==> src/rtl/cd_tick_gen.sv <==
// Clock-divider counter stage: turns shadowed UART/VGA divider limits into
// single-cycle clock-enable ticks on the system clock.
module cd_tick_gen #(
   parameter int unsigned WIDTH_UART_CLK_LIMIT = 16,
   parameter int unsigned WIDTH_VGA_CLK_LIMIT  = 4
) (
   input  logic                            clk,
   input  logic                            rst,
   input  logic [WIDTH_UART_CLK_LIMIT-1:0] baudrate,
   input  logic [WIDTH_VGA_CLK_LIMIT-1:0]  resolution,
   input  logic                            c_UART_ready,
   input  logic                            c_VGA_ready,
   output logic                            uart_tick,
   output logic                            uart_mid_tick,
   output logic                            vga_tick,
   output logic [WIDTH_UART_CLK_LIMIT-1:0] uart_limit,
   output logic [WIDTH_VGA_CLK_LIMIT-1:0]  vga_limit
);

   localparam int unsigned UW = WIDTH_UART_CLK_LIMIT;
   localparam int unsigned VW = WIDTH_VGA_CLK_LIMIT;

   logic          uart_rs;
   logic          vga_rs;
   logic [UW-1:0] uart_cnt;
   logic [VW-1:0] vga_cnt;

   assign uart_rs = !c_UART_ready;
   assign vga_rs  = !c_VGA_ready;

   // UART channel: the limit reloads only at wrap or restart, so the count never passes it
   always_ff @(posedge clk) begin
      if (rst || uart_rs) begin
         uart_cnt      <= '0;
         uart_limit    <= baudrate;
         uart_tick     <= 1'b0;
         uart_mid_tick <= 1'b0;
      end else begin
         uart_mid_tick <= (uart_cnt == (uart_limit >> 1));
         if (uart_cnt == uart_limit) begin
            uart_cnt   <= '0;
            uart_limit <= baudrate;
            uart_tick  <= 1'b1;
         end else begin
            uart_cnt  <= uart_cnt + UW'(1);
            uart_tick <= 1'b0;
         end
      end
   end

   // VGA channel: same structure, independent restart
   always_ff @(posedge clk) begin
      if (rst || vga_rs) begin
         vga_cnt   <= '0;
         vga_limit <= resolution;
         vga_tick  <= 1'b0;
      end else if (vga_cnt == vga_limit) begin
         vga_cnt   <= '0;
         vga_limit <= resolution;
         vga_tick  <= 1'b1;
      end else begin
         vga_cnt  <= vga_cnt + VW'(1);
         vga_tick <= 1'b0;
      end
   end

endmodule

==> config.mk <==
export PLATFORM = sky130hd
export DESIGN_NAME = cd_tick_gen
export DESIGN_NICKNAME = d
export VERILOG_FILES = /design/src/rtl/cd_tick_gen.sv
export SDC_FILE = /design/constraint.sdc
export NUM_CORES = 1
export LEC_CHECK = 0
export ABC_AREA = 1
export BUFFER_PORTS_ARGS = -buffer_cell sky130_fd_sc_hd__buf_2
export CAP_MARGIN = 10
export CORE_MARGIN = 2
export CORE_UTILIZATION = 35
export CTS_CLUSTER_DIAMETER = 30
export CTS_CLUSTER_SIZE = 14
export DETAILED_ROUTE_END_ITERATION = 8
export HOLD_SLACK_MARGIN = 0.02
export PLACE_DENSITY = 0.57
export RECOVER_POWER = 50
export SKIP_LAST_GASP = 1
export SLEW_MARGIN = 10
export SYNTH_ARGS = -nofsm -noshare
export SYNTH_HDL_FRONTEND = slang
export SYNTH_SLANG_ARGS = --single-unit
==> constraint.sdc <==
create_clock -name clk -period 2.1 [get_ports clk]
set_clock_uncertainty 0.1 [all_clocks]
set_input_delay 0.105 -clock clk [delete_from_list [all_inputs] [get_ports clk]]
set_output_delay 0.105 -clock clk [all_outputs]
set_load 0.02 [all_outputs]
# Yosys cells after proc, flatten, opt, wreduce, memory -nomap -nowiden
# Cells that the tools add are included.
[op_classes]
n_reduce_logical = 8
order_cmp = 0
div = 0
n_mul = 0
bitwise_logic = 0
n_eq_ne = 3
n_shift = 0
muxes = 6
add_sub_neg = 2
[op_table]
columns = ["cell", "n"]
rows = [
  ["$mux W16", 2],
  ["$add A16 B1 Y16 const B", 1],
  ["$eq A16 B15 Y1", 1],
  ["$eq A16 B16 Y1", 1],
  ["$mux W4", 2],
  ["$add A4 B1 Y4 const B", 1],
  ["$eq A4 B4 Y1", 1],
  ["$reduce_bool A2 Y1", 2],
  ["$reduce_or A2 Y1", 2],
  ["$logic_not A1 Y1", 2],
  ["$logic_or A1 B1 Y1", 2],
  ["$mux W1", 2],
]
[word_totals]
in_bits = 24
regBits = 43
ram_bits = 0
memories = 0
romBits = 0
elab_cells = 26
latch_bits = 0
output_inout_bits = 23

# Longest topological paths before layout
[logic_depth]
depth_word = 3
depth_mapped = 11
depth_no_buf = 9

# Worst setup path before layout
# Ideal clock, no wire load.
[synth_path]
kind = "register -> register"
start = "register uart_limit[10]"
end = "register uart_limit[0], enable pin"
stages_incl_launch_ff = 10
t_required_ns = 1.696
setup_time_ns = 0.304
n_path_buf = 1
setup_slack_ns = 0.435
t_arrival_ns = 1.261
synth_period_minus_slack_ns = 1.665
cell_sequence = "edfxtp_1 -> inv_1 -> nand2_1 -> nand2_1 -> nor2_1 -> nand2_1 -> nor2_1 -> nand2_2 -> nand2_4 -> buf_12"
[synth_via]
elab_chain_cells = 2
[synth_rtl]
columns = ["element", "line", "rtl"]
rows = [
  ["start: declaration", "16", "output logic [WIDTH_UART_CLK_LIMIT-1:0] uart_limit,"],
  ["start signal: assignment", "35", "uart_limit <= baudrate;"],
  ["start signal: assignment", "42", "uart_limit <= baudrate;"],
  ["$eq A16 B16 Y1", "40", "if (uart_cnt == uart_limit) begin"],
  ["$reduce_bool A2 Y1 (no source line)", "--", ""],
]
# Every way passes these cells.
# A chain may end at the register's enable or synchronous reset.

# Final worst setup path
[layout_path]
start = "register uart_limit[12]"
end = "register uart_limit[10], enable pin"
# The elaborated chain is that of the path after synthesis.

==> results.json <==
{
  "post_drt_wl_per_cell_um": 11.1,
  "drive_gt1_share_pct": 17.3,
  "start_util_pct": 36.2,
  "synth.yosys.warnings": 0,
  "diodes": 0,
  "portBuffers": 46,
  "core_um2": 5920,
  "synth_top_family_by_area": "simple AND/OR/NAND/NOR gates",
  "fin_tns_setup_ns": 0,
  "num-nets-final": 361,
  "numCtsBuffers": 5,
  "hold_viol": 0,
  "rsz0062_at_grt": "false",
  "synth_commonest_cells": "81 x nand2_1, 30 x nor2_1, 29 x inv_1",
  "groute.usage.overall_pct": 13.9,
  "firstDrtPassIters": 4,
  "synth_area_leader_cell": "edfxtp_1",
  "die-area_um2": 6770,
  "netlist_top_cells_area": "edfxtp_1 28%, dfxtp_1 21%, nand2_1 14%",
  "tightest_slew_ns": 0.429,
  "ant_nets": 0,
  "syn_to_final_growth_pct": 28.5,
  "run_status": "finished clean",
  "hpwlAfterDp_um": 3300,
  "fp.dieH_um": 82.3,
  "die_x_um": 82.3,
  "fillCellCount": 589,
  "synth_xor_area_share_pct": 11.0,
  "ys_seq_area_share_pct": 49.5,
  "drv_cap": 0,
  "synthMostInstantiatedCell": "nand2_1",
  "synth_adder_area_share_pct": 1.17,
  "power_density_nw_per_um2": 656,
  "min_period_over_period_pct": 87.1,
  "synth_simple_gate_area_share_pct": 29.8,
  "cp.arrival_ns": 1.68,
  "fmax_ghz": 0.547,
  "synth_top_area_share_pct": 28.0,
  "drc": 0,
  "fin_crit_ns": 1.83,
  "grt_pass1_wl_um": 7050,
  "fin_util_pct": 46.6,
  "io_pins": 47,
  "multi_input_area_um2": 900,
  "synth_seq_cells": 43,
  "p_seq_share_pct": 52.2,
  "core.rowCount": 28,
  "postCtsSetupBuffers": 0,
  "ys.flop_type": "dfxtp_1",
  "crit_path_end_kind": "register",
  "ir_worst_vdd_uv": 284,
  "power.internal_uw": 1360,
  "vias": 1781,
  "clkTransAtPathRegs_ns": 0.09,
  "grt_max_degree": 31,
  "power_switching_uw": 450,
  "swShare_pct": 24.9,
  "cts-root-buf": "clkbuf_8",
  "vias_per_cell": 4.33,
  "syn_nets": 288,
  "synth_mux_area_share_pct": 0,
  "slew-limit-headroom_pct": 71.4,
  "min_path_type": "in -> reg",
  "wirelength_um": 4560,
  "setup_viol": 0,
  "antenna_found_initial": 0,
  "drv_slew": 0,
  "worstSetupStartpointType": "register",
  "cts_sinks": 43,
  "synth.distinct_cells": 19,
  "worstPathMaxFanout": 30,
  "critPathKind": "reg -> reg",
  "dr.first_iter.drc_count": 102,
  "crit_required_ns": 1.95,
  "clk_path_buf_depth": 2,
  "clk_latency_ns": 0.30,
  "synth_edf_count": 20,
  "p_comb_share_pct": 10.7,
  "cts_tree": "done",
  "syn_area_um2": 2140,
  "clock_power_share_pct": 37.1,
  "register_area_um2": 1060,
  "syn_inst": 262,
  "htreeDepth": 2,
  "p_leak_uw": 0.00114,
  "grt_pass1_vias": 1591,
  "synth_compound_area_share_pct": 0,
  "async_reset_ff_share_pct": 0,
  "syn_area_per_cell_um2": 8.19,
  "grt-ovfl-total": 0,
  "gp_congestion": 0.813
}
[worst max-delay path, cell delays in order, from the launching register on]
cell,delay (ns)
edfxtp_1,0.47
nand2_1,0.10
nand2_1,0.05
nor2_1,0.13
nand2_1,0.08
nor2_2,0.13
nand2_2,0.08
nand2_4,0.34
[path summary, 6_finish.rpt]
path	from	endpoint	slack, ns	depth (start not counted)
setup reg to reg	uart_limit[12]	uart_limit[10]	0.27	7
setup / recovery	uart_limit[12]	uart_limit[10]	0.27	7
hold reg to reg	vga_cnt[0]	vga_cnt[0]	0.39	1
hold / removal	rst	uart_tick	0.03	4
[cell families (layout without fill, tap and decap cells)]
family,Yosys count,after routing
and+or+nand+nor,147,147
DFF,43,43
buffers and inverters,43,117
xor gates and xnor gates,27,27
adders and majority gates,2,2
[layer usage]
metal	global-route usage (%)	vias up	part of all wire, %
met2	22.4	37	46
met1	17.9	794	48
met3	3.37	8	3.6
met5	0	-	0
li1	-	942	-
met4	5.67	0	1.7
[power groups by stage]
stage / Sequential, µW / Clock [µW] / Combinational [µW]
6_report: 945 / 671 / 194
5_1_grt: 950 / 722 / 214
4_1_cts: 945 / 693 / 202
3_5_place_dp: 964 / 0 / 169
3_3_place_gp: 963 / 0 / 167
2_1_floorplan: 990 / 0 / 76.6
[repair_timing]
action | 4_1_cts | 5_1_grt
endpoints found under the hold margin | 22 | 0
hold buffers | 23 | 0
gates resized for setup | 0 | 0
[area by class of cell]
type	count	share of cell area (%)
flip-flops and latches	43	38.5
multi-input cells	176	32.6
repair buffers	70	15.9
inverters	39	5.31
well taps	75	3.40
clock buffers	5	2.50
clock inverters	3	1.72
[state kept, by name, indices dropped and copies added (netlist names)]
name           flops
vga_tick           1
uart_cnt          16
vga_cnt            4
uart_tick          1
uart_limit        16
uart_mid_tick      1
vga_limit          4
[stage by stage]
step           instances  area (µm²)  hold WS [ns]  power, µW  worst slack (ns)
2_1_floorplan        262        2140         0.104       1070             0.435
3_3_place_gp         380        2440         0.181       1130             0.300
3_5_place_dp         380        2440         0.183       1130             0.284
4_1_cts              411        2790        0.0293       1840             0.265
5_1_grt              411        2760        0.0668       1890             0.130
6_report             411        2760        0.0325       1810             0.272
[placed cells by master, fill, tap and decap left out]
cell type,n
nand4_1,5
nand2_4,1
nor2_4,2
clkinv_4,1
nand2_1,81
bufinv_16,1
nor2_1,30
buf_2,23
inv_1,29
nor3_1,7
clkbuf_8,5
dfxtp_1,23
xor2_1,20
nand3_1,8
inv_2,10
dlygate4sd3_1,23
clkbuf_1,23
xnor2_1,7
inv_6,1
nand2_2,2
ha_1,2
nor2_2,11
buf_4,1
edfxtp_1,20
Note: power is estimated with default switching activity, not from simulation.
